### config.mk
export PLATFORM = sky130hd
export DESIGN_NAME = wb_port_arbiter_flat
export DESIGN_NICKNAME = d
export VERILOG_FILES = /design/src/rtl/wb_port_arbiter_if.sv /design/src/rtl/wb_port_arbiter.sv /design/src/flat_wrapper.sv
export SDC_FILE = /design/constraint.sdc
export NUM_CORES = 1
export LEC_CHECK = 0
export BUFFER_PORTS_ARGS = -buffer_cell sky130_fd_sc_hd__buf_4
export CAP_MARGIN = 20
export CORE_ASPECT_RATIO = 1.25
export CORE_MARGIN = 1
export CORE_UTILIZATION = 35
export CTS_CLUSTER_DIAMETER = 30
export DETAILED_ROUTE_END_ITERATION = 10
export PLACE_DENSITY = 0.69
export RECOVER_POWER = 50
export SLEW_MARGIN = 30
export SYNTH_ARGS = -nofsm -noshare
export SYNTH_HDL_FRONTEND = slang
export SYNTH_SLANG_ARGS = --single-unit
### constraint.sdc
create_clock -name clk -period 3.5 [get_ports clk]
set_clock_uncertainty 0.05 [all_clocks]
set_input_delay 0.175 -clock clk [delete_from_list [all_inputs] [get_ports clk]]
set_output_delay 0.175 -clock clk [all_outputs]
set_load 0.03 [all_outputs]
### src/rtl/wb_port_arbiter_if.sv
// Bus bundle for the register-file write-port arbiter: pipeline writeback,
// long-latency result handshake, register-file write port and hazard-unit feedback.
interface wb_port_arbiter_if;
  logic        pipe_we_w;
  logic [4:0]  pipe_rd_w;
  logic [31:0] pipe_wd_w;
  logic        lu_valid;
  logic        lu_ready;
  logic [4:0]  lu_rd;
  logic [31:0] lu_wd;
  logic        rf_we;
  logic [4:0]  rf_rd;
  logic [31:0] rf_wd;
  logic        bubble_req;
  logic [1:0]  pend_valid;
  logic [4:0]  pend_rd0;
  logic [4:0]  pend_rd1;

  // Arbiter side.
  modport slave (
    input  pipe_we_w, pipe_rd_w, pipe_wd_w, lu_valid, lu_rd, lu_wd,
    output lu_ready, rf_we, rf_rd, rf_wd, bubble_req, pend_valid, pend_rd0, pend_rd1
  );

  // Pipeline / long-latency unit side.
  modport master (
    output pipe_we_w, pipe_rd_w, pipe_wd_w, lu_valid, lu_rd, lu_wd,
    input  lu_ready, rf_we, rf_rd, rf_wd, bubble_req, pend_valid, pend_rd0, pend_rd1
  );
endinterface

### src/rtl/wb_port_arbiter.sv
// Register-file write-port arbiter. The pipeline writeback always wins the
// port; long-latency results either bypass straight to the port or wait in a
// 2-entry in-order buffer. Buffered entries made stale by a younger pipeline
// write to the same register are killed (written never). A starvation counter
// asks the hazard unit for a writeback bubble when the head waits too long.
module wb_port_arbiter #(
  parameter int STARVE_LIMIT = 4
) (
  input logic              clk,
  input logic              reset,
  wb_port_arbiter_if.slave bus
);

  localparam logic [2:0] LIMIT_C = 3'(STARVE_LIMIT);

  logic [1:0]       count_q, count_d;
  logic [1:0][4:0]  rd_q, rd_d;
  logic [1:0][31:0] data_q, data_d;
  logic [1:0]       live_q, live_d;
  logic [2:0]       starve_q, starve_d;
  logic             bubble_q, bubble_d;

  logic       pipe_write_s;
  logic       port_free_s;
  logic       lu_ready_s;
  logic       xfer_s;
  logic       lu_nz_s;
  logic       pop_s;
  logic       bypass_s;
  logic       push_kill_s;
  logic       push_s;
  logic [1:0] count_pop_s;
  logic [1:0] pend_valid_s;

  // Port request decode; everything is squashed while reset is high.
  always_comb begin
    pipe_write_s = !reset && bus.pipe_we_w && (bus.pipe_rd_w != 5'd0);
    port_free_s  = !pipe_write_s;
    lu_ready_s   = (count_q < 2'd2);
    xfer_s       = !reset && bus.lu_valid && lu_ready_s;
    lu_nz_s      = (bus.lu_rd != 5'd0);
    pop_s        = !reset && port_free_s && (count_q != 2'd0);
    bypass_s     = xfer_s && lu_nz_s && (count_q == 2'd0) && port_free_s;
    push_kill_s  = pipe_write_s && (bus.lu_rd == bus.pipe_rd_w);
    push_s       = xfer_s && lu_nz_s && !bypass_s && !push_kill_s;
    count_pop_s  = pop_s ? (count_q - 2'd1) : count_q;
  end

  // Write-port mux: pipeline > live buffer head > direct bypass. A dead head pops silently.
  always_comb begin
    bus.rf_we = 1'b0;
    bus.rf_rd = 5'd0;
    bus.rf_wd = 32'd0;
    if (pipe_write_s) begin
      bus.rf_we = 1'b1;
      bus.rf_rd = bus.pipe_rd_w;
      bus.rf_wd = bus.pipe_wd_w;
    end else if (pop_s && live_q[0]) begin
      bus.rf_we = 1'b1;
      bus.rf_rd = rd_q[0];
      bus.rf_wd = data_q[0];
    end else if (bypass_s) begin
      bus.rf_we = 1'b1;
      bus.rf_rd = bus.lu_rd;
      bus.rf_wd = bus.lu_wd;
    end else begin
      bus.rf_we = 1'b0;
    end
  end

  // Buffer next state: kill WAW-shadowed entries, shift on pop, append at tail on push.
  always_comb begin
    rd_d      = rd_q;
    data_d    = data_q;
    live_d[0] = live_q[0] && !(pipe_write_s && (rd_q[0] == bus.pipe_rd_w));
    live_d[1] = live_q[1] && !(pipe_write_s && (rd_q[1] == bus.pipe_rd_w));
    count_d   = count_pop_s;
    if (pop_s) begin
      rd_d[0]   = rd_q[1];
      data_d[0] = data_q[1];
      live_d[0] = live_d[1];
      live_d[1] = 1'b0;
    end else begin
      live_d[1] = live_d[1];
    end
    if (push_s) begin
      if (count_pop_s == 2'd0) begin
        rd_d[0]   = bus.lu_rd;
        data_d[0] = bus.lu_wd;
        live_d[0] = 1'b1;
      end else begin
        rd_d[1]   = bus.lu_rd;
        data_d[1] = bus.lu_wd;
        live_d[1] = 1'b1;
      end
      count_d = count_pop_s + 2'd1;
    end else begin
      count_d = count_pop_s;
    end
  end

  // Starvation tracking: count cycles the head waits, then request a bubble until it drains.
  always_comb begin
    if ((count_q == 2'd0) || pop_s) begin
      starve_d = 3'd0;
    end else if (starve_q >= LIMIT_C) begin
      starve_d = LIMIT_C;
    end else begin
      starve_d = starve_q + 3'd1;
    end
    if (pop_s || (count_q == 2'd0)) begin
      bubble_d = 1'b0;
    end else if (starve_q == LIMIT_C) begin
      bubble_d = 1'b1;
    end else begin
      bubble_d = bubble_q;
    end
  end

  // State registers; reset drops buffered results without writing them.
  always_ff @(posedge clk) begin
    if (reset) begin
      count_q  <= 2'd0;
      rd_q     <= '0;
      data_q   <= '0;
      live_q   <= 2'b00;
      starve_q <= 3'd0;
      bubble_q <= 1'b0;
    end else begin
      count_q  <= count_d;
      rd_q     <= rd_d;
      data_q   <= data_d;
      live_q   <= live_d;
      starve_q <= starve_d;
      bubble_q <= bubble_d;
    end
  end

  // Hazard-visible view of the buffer; fields are zero for absent or dead entries.
  always_comb begin
    pend_valid_s[0] = live_q[0] && (count_q != 2'd0);
    pend_valid_s[1] = live_q[1] && (count_q == 2'd2);
    bus.pend_valid  = pend_valid_s;
    bus.pend_rd0    = pend_valid_s[0] ? rd_q[0] : 5'd0;
    bus.pend_rd1    = pend_valid_s[1] ? rd_q[1] : 5'd0;
    bus.lu_ready    = lu_ready_s;
    bus.bubble_req  = bubble_q;
  end

endmodule

### src/flat_wrapper.sv
// flat-port wrapper written by rule: the top's interface ports become plain ports
module wb_port_arbiter_flat 
#(
  parameter int STARVE_LIMIT = 4
)
  (clk, reset, bus_pipe_we_w, bus_pipe_rd_w, bus_pipe_wd_w, bus_lu_valid, bus_lu_rd, bus_lu_wd, bus_lu_ready, bus_rf_we, bus_rf_rd, bus_rf_wd, bus_bubble_req, bus_pend_valid, bus_pend_rd0, bus_pend_rd1);
  wb_port_arbiter_if bus_i ();
  input logic clk;
  input logic reset;
  input wire logic [$bits(bus_i.pipe_we_w)-1:0] bus_pipe_we_w;
  input wire logic [$bits(bus_i.pipe_rd_w)-1:0] bus_pipe_rd_w;
  input wire logic [$bits(bus_i.pipe_wd_w)-1:0] bus_pipe_wd_w;
  input wire logic [$bits(bus_i.lu_valid)-1:0] bus_lu_valid;
  input wire logic [$bits(bus_i.lu_rd)-1:0] bus_lu_rd;
  input wire logic [$bits(bus_i.lu_wd)-1:0] bus_lu_wd;
  output wire logic [$bits(bus_i.lu_ready)-1:0] bus_lu_ready;
  output wire logic [$bits(bus_i.rf_we)-1:0] bus_rf_we;
  output wire logic [$bits(bus_i.rf_rd)-1:0] bus_rf_rd;
  output wire logic [$bits(bus_i.rf_wd)-1:0] bus_rf_wd;
  output wire logic [$bits(bus_i.bubble_req)-1:0] bus_bubble_req;
  output wire logic [$bits(bus_i.pend_valid)-1:0] bus_pend_valid;
  output wire logic [$bits(bus_i.pend_rd0)-1:0] bus_pend_rd0;
  output wire logic [$bits(bus_i.pend_rd1)-1:0] bus_pend_rd1;
  assign bus_i.pipe_we_w = bus_pipe_we_w;
  assign bus_i.pipe_rd_w = bus_pipe_rd_w;
  assign bus_i.pipe_wd_w = bus_pipe_wd_w;
  assign bus_i.lu_valid = bus_lu_valid;
  assign bus_i.lu_rd = bus_lu_rd;
  assign bus_i.lu_wd = bus_lu_wd;
  assign bus_lu_ready = bus_i.lu_ready;
  assign bus_rf_we = bus_i.rf_we;
  assign bus_rf_rd = bus_i.rf_rd;
  assign bus_rf_wd = bus_i.rf_wd;
  assign bus_bubble_req = bus_i.bubble_req;
  assign bus_pend_valid = bus_i.pend_valid;
  assign bus_pend_rd0 = bus_i.pend_rd0;
  assign bus_pend_rd1 = bus_i.pend_rd1;
  wb_port_arbiter #(.STARVE_LIMIT(STARVE_LIMIT)) u_core (.clk(clk), .reset(reset), .bus(bus_i));
endmodule
# After elaboration in Yosys (flattened, before gate mapping)

Cells that the tools add are included.

Logic and storage cells: 79
Output and inout port bits: 52
Bits of input ports: 78
Register bits: 82

Multiplexer cells: 25
Equal/unequal tests: 5
Add/subtract/negate cells: 3
Reduce and logical (&&, ||, !) cells: 34
Bitwise operators: 1
$lt $le $gt $ge: 2

Operator list:

| cell                  | count |
|---|---|
| $mux W32              | 6 |
| $mux W5               | 8 |
| $logic_and A1 B1 Y1   | 19 |
| $eq A5 B5 Y1          | 3 |
| $reduce_bool A5 Y1    | 2 |
| $mux W1               | 7 |
| $logic_not A1 Y1      | 6 |
| $mux W2               | 3 |
| $logic_not A2 Y1      | 2 |
| $add A3 B1 Y3 const B | 1 |
| $eq A3 B3 Y1 const B  | 1 |
| $ge A3 B3 Y1 const B  | 1 |
| $mux W3               | 1 |
| $reduce_or A3 Y1      | 1 |
| $add A2 B1 Y2 const B | 1 |
| $eq A2 B2 Y1 const B  | 1 |
| $lt A2 B2 Y1 const B  | 1 |
| $reduce_and A2 Y1     | 1 |
| $reduce_bool A2 Y1    | 1 |
| $reduce_or A2 Y1      | 1 |
| $sub A2 B1 Y2 const B | 1 |
| $logic_or A1 B1 Y1    | 1 |
| $not A1 Y1            | 1 |

# Logic depth before layout (Yosys ltp)

Word-level depth: 10
Depth in mapped cells: 14
Mapped depth without buffers: 11

# Worst setup path after synthesis

Ideal clock, no wire load.

Path kind: reg2out
Start: register u_core.count_q[1]
End: output port bus_rf_wd[10]
Required time: 3.275 ns
Path buffers: 3
Setup slack: 0.476 ns
Cell stages (with the launch flop): 10
Arrival time: 2.799 ns
Cell sequence: dfxtp_1 -> inv_1 -> ha_1 -> clkbuf_1 -> nor2b_1 -> and2_1 -> clkbuf_1 -> buf_1 -> a221oi_1 -> nor2_1

Cells in the longest elaborated chain, start to end: 8
Elaborated cells on any way between the ends: 12
Those cells by class: 1 x order compare; 3 x mux; 8 x reduce/logical

RTL lines:

| element                          | RTL line               | source |
|---|---|---|
| start, declared                  | wb_port_arbiter.sv:16  | `logic [1:0] count_q, count_d;` |
| start signal, assigned           | wb_port_arbiter.sv:130 | `count_q <= count_d;` |
| $lt A2 B2 Y1                     | wb_port_arbiter.sv:39  | `lu_ready_s = (count_q < 2'd2);` |
| via bus_lu_ready                 | flat_wrapper.sv:16     | `output wire logic [$bits(bus_i.lu_ready)-1:0] bus_lu_ready;` |
| $logic_and A1 B1 Y1              | wb_port_arbiter.sv:40  | `xfer_s = !reset && bus.lu_valid && lu_ready_s;` |
| $logic_and A1 B1 Y1 (3 in a row) | wb_port_arbiter.sv:43  | `bypass_s = xfer_s && lu_nz_s && (count_q == 2'd0) && port_free_s;` |
| $mux W32                         | wb_port_arbiter.sv:62  | `end else if (bypass_s) begin` |
| $mux W32                         | wb_port_arbiter.sv:58  | `end else if (pop_s && live_q[0]) begin` |
| $mux W32                         | wb_port_arbiter.sv:54  | `if (pipe_write_s) begin` |
| end, declared                    | flat_wrapper.sv:19     | `output wire logic [$bits(bus_i.rf_wd)-1:0] bus_rf_wd;` |

The timed path passes the listed nets, and every way through them passes these cells.

# Worst setup path in the final report

Start: register u_core.count_q[1]
End: output port bus_rf_rd[3]

Cells in the longest elaborated chain, start to end: 8
Elaborated cells on any way between the ends: 12
Those cells by class: 1 x order compare; 3 x mux; 8 x reduce/logical

RTL lines:

| element                          | RTL line              | source |
|---|---|---|
| $lt A2 B2 Y1                     | wb_port_arbiter.sv:39 |  |
| $logic_and A1 B1 Y1              | wb_port_arbiter.sv:40 |  |
| $logic_and A1 B1 Y1 (3 in a row) | wb_port_arbiter.sv:43 |  |
| $mux W5                          | wb_port_arbiter.sv:62 |  |
| $mux W5 *                        | wb_port_arbiter.sv:58 |  |
| $mux W5 *                        | wb_port_arbiter.sv:54 |  |
| end, declared                    | flat_wrapper.sv:18    | `output wire logic [$bits(bus_i.rf_rd)-1:0] bus_rf_rd;` |

Mark *: on every way between the ends. The rest lies on a longest branch, timed or not.

==> summary.txt <==
Critical path
  – CP Cell Sequence: inv_1 -> ha_1 -> nor3b_2 -> buf_4 -> a22oi_1 -> o21ai_0 -> buf_4
  – CP Max Fanout: 26
  – Stages on worst setup path: 7
  – CP Launch Type: register
  – Worst Path Class, Setup: register to primary output
  – Top cell family by delay on the critical path: simple AND/OR/NAND/NOR gates
  – CP peak stage delay: around 830 ps
  – Most frequent cell on the critical path: buf_4
  – Crit path DAT: between 3000 and 4000 ps
  – R2R cell count: 9
  – Crit path buf inv count: 3
  – Slowest stage cell, crit path: nor3b_2
  – Worst Path Required: 3270 ps
  – Worst setup EP type: primary output

Logic synthesis
  – Synth top area share: 36.5%
  – Mux cell area share after synthesis: around 8.7%
  – Mapped Area: around 4500 µm²
  – Yosys top cell by area: dfxtp_1
  – Synth top cells by count: 82 x dfxtp_1, 72 x nor2_1, 45 x clkbuf_1
  – Synth Area in Compound Gates: a little under a quarter
  – Synthesis warning total: 0
  – Yosys cell types: 43
  – Synth area leaders: dfxtp_1 36%, mux2i_1 8.5%, a221oi_1 6.6%
  – Post-synth EDFFs: 0
  – Post-Synthesis Cells: approximately 530
  – Top-count cell post-synth: dfxtp_1
  – Avg Inst Size Synth: around 8.6 µm²
  – Largest family of logic cells by synthesized area: compound AO/OA/AOI/OAI gates
  – Simple-gate share of the synthesized area: a little over a fifth
  – Mapped Nets: just over 600
  – Ys flop type: dfxtp_1
  – Post-synthesis adder-cell area fraction: 1.39%
  – Post-Synth XOR/XNOR Area: between 3 and 4%
  – Synth Register Bits: approximately 80
  – Seq/Total Area, Yosys: between 30% and 40%
  – Async SR Flop Fraction: 0%

Power
  – Worst ir drop on vdd: approximately 0.37 mV
  – Switching Share: between 30% and 40%
  – Clk pwr share: 26.1%
  – Seq pwr share: between 30% and 40%
  – PwrDens: around 670 nW/µm²
  – Internal Power: roughly 0.0024 W
  – Sw power: 0.00149 W
  – Leakage Power: approximately 2.5 nW
  – Gate power share: roughly two fifths

Placed design
  – Placer congestion estimate: 0.815
  – Port Buffers: 129
  – Post-DP HPWL: roughly 9.1 mm
  – Placed insts: ~780

CTS
  – Clk sinks: around 80
  – Number of gates resized after cts: 0
  – Root Driver: clkbuf_16
  – CTS clock-pin slew for the worst setup and hold paths: around 60 ps
  – Hold Buf Count CTS: 0
  – H-tree levels: 3
  – TritonCTS clock tree: built
  – Max Buffers Root-to-Sink: 2
  – Later-pin clock latency in the skew report: 330 ps
  – CTS buffer count: 9
  – Post-CTS setup buffer count: 0

STA
  – Unrepaired setup endpoints after global routing: no
  – Tightest Pin Transition: ~2000 ps
  – Setup TNS: 0 ps
  – Slew HR: -36.5%
  – Fin crit share: 93.4%
  – Setup violators final: 0
  – Min cycle time layout: roughly 3300 ps
  – Fmax: about 300 MHz
  – Final-report max-slew violation count: 25
  – Hold Violations, Final: 0

Run status
  – Violated checks: capacitance limit, slew limit
  – Status: finished with violations

Worst hold path
  – Hold Crit Class: input port to register
  – Hold Path Stages: 3

Finish
  – Multi-input combinational cell area: between 2000 and 3000 µm²
  – Final Util: around 48%
  – Non-Filler Instances: ~790
  – N_diodes: 0
  – Seq. cell area: 1640 µm²
  – Layout area overhead: 30.9%
  – Layout cells sized above 1: approximately a quarter
  – Final nets: just over 700
  – Filler cells: approximately 1.2k

Detailed routing
  – Final WL: between 10 and 15 mm
  – Vias: around 4.5k
  – Vias per inst: 5.73
  – Drt drc: 0
  – First DRT Iteration DRCs: roughly 290
  – Drt wl/cell: about 18 µm
  – Final ANT Viol Nets: 0
  – DR pass1 iterations: 5

Global routing
  – Overflow after GRT: 0
  – GRT Total Usage: a little over a fifth
  – Vias in the first global route: 4383
  – Largest net degree at the start of global routing: 50
  – Initial antenna violation count: 0
  – First-pass GRT wire length: around 22 mm

Floorplanning
  – Site Rows: 45
  – Chip width: just over 100 µm
  – Core area: 12300 µm²
  – Die ar.: 13300 µm²
  – Starting Density: between 30% and 40%
  – Die Ht: between 100 and 150 µm
  – I/O Pins: between 100 and 150

Flow run
  – MaxCap Viol Count: 2
## placed cells by master (no fill, tap or decap), drive strengths merged, types with 2 or more instances in the layout
| master | netlist | routed |
|---|---|---|
| and2 | 9 | 9 |
| mux2i | 38 | 38 |
| o21ai | 6 | 6 |
| nor2b | 2 | 2 |
| o31ai | 38 | 38 |
| inv | 5 | 5 |
| a221oi | 34 | 34 |
| and3 | 42 | 42 |
| xnor2 | 5 | 5 |
| or3 | 3 | 3 |
| bufinv | 0 | 2 |
| nand3b | 2 | 2 |
| a31o | 37 | 37 |
| xor2 | 11 | 11 |
| ha | 5 | 5 |
| nand3 | 38 | 38 |
| nor2 | 72 | 72 |
| dfxtp | 82 | 82 |
| a22oi | 2 | 2 |
| a21oi | 5 | 5 |
| nand4 | 3 | 3 |
| clkbuf | 45 | 30 |
| nand2 | 8 | 8 |
| nor3 | 7 | 7 |
| buf | 13 | 130 |
## final cells by class
cell class,instances,share of cell area (%)
multi-input combinational,380,44.8
sequential,82,27.9
timing repair buffer,147,18.1
clock buffer,13,4.42
tap,164,3.48
clock inverter,2,1.02
inverter,5,0.319
## power by group through the flow
stage	Clock, W	Combinational, W	Sequential (W)
2_1_floorplan	0	0.00107	0.00128
3_3_place_gp	0	0.00154	0.00132
3_5_place_dp	0	0.00158	0.00133
4_1_cts	0.00104	0.00159	0.00131
5_1_grt	0.00108	0.00172	0.00134
6_report	0.00102	0.00158	0.00131
## layer usage
| layer | global-route usage [%] | vias up | part of all wire (%) | routed length (µm) |
|---|---|---|---|---|
| li1 | - | 2157 | - | - |
| met1 | 27.8 | 2183 | 43 | 6070 |
| met2 | 36.6 | 190 | 49 | 6820 |
| met3 | 2.82 | 14 | 6.4 | 895 |
| met4 | 7.13 | 0 | 1.2 | 171 |
| met5 | 0 | - | 0 | 0 |
## registers in the layout (all words and copies together), names as in the netlist
| name | count |
|---|---|
| u_core.data_q | 64 |
| u_core.rd_q | 10 |
| u_core.count_q | 2 |
| u_core.live_q | 2 |
| u_core.bus.bubble_req | 1 |
| u_core.starve_q | 3 |
## final timing paths
kind / start / endpoint / slack (ps)
max: u_core.count_q[1] / bus_rf_rd[3] / 230
min: bus_lu_wd[21] / u_core.data_q[21] / 20
max reg2reg: u_core.count_q[1] / u_core.data_q[2] / 610
min reg2reg: u_core.data_q[57] / u_core.data_q[57] / 420
## logic make-up after synthesis
| group | count (synthesis) |
|---|---|
| compound gates | 128 |
| xor+xnor | 16 |
| fa+ha+maj | 5 |
| buf+inv | 63 |
| flops | 82 |
| mux | 39 |
| simple gates | 192 |
## metrics by stage
stage | hold WS [ps] | cell area, µm² | worst slack, ps | total power (W)
2_1_floorplan | 257 | 4500 | 476 | 0.00235
3_3_place_gp | 360 | 5630 | 752 | 0.00286
3_5_place_dp | 363 | 5630 | 607 | 0.00291
4_1_cts | 20.2 | 5950 | 227 | 0.00393
5_1_grt | 27.4 | 5890 | 40.9 | 0.00414
6_report | 24.8 | 5890 | 232 | 0.00392
## worst min-delay path, stage by stage
cell	delay (ps)
buf_4	90
nand3_1	60
o31ai_1	60
Note: power is estimated with default switching activity, not from simulation.
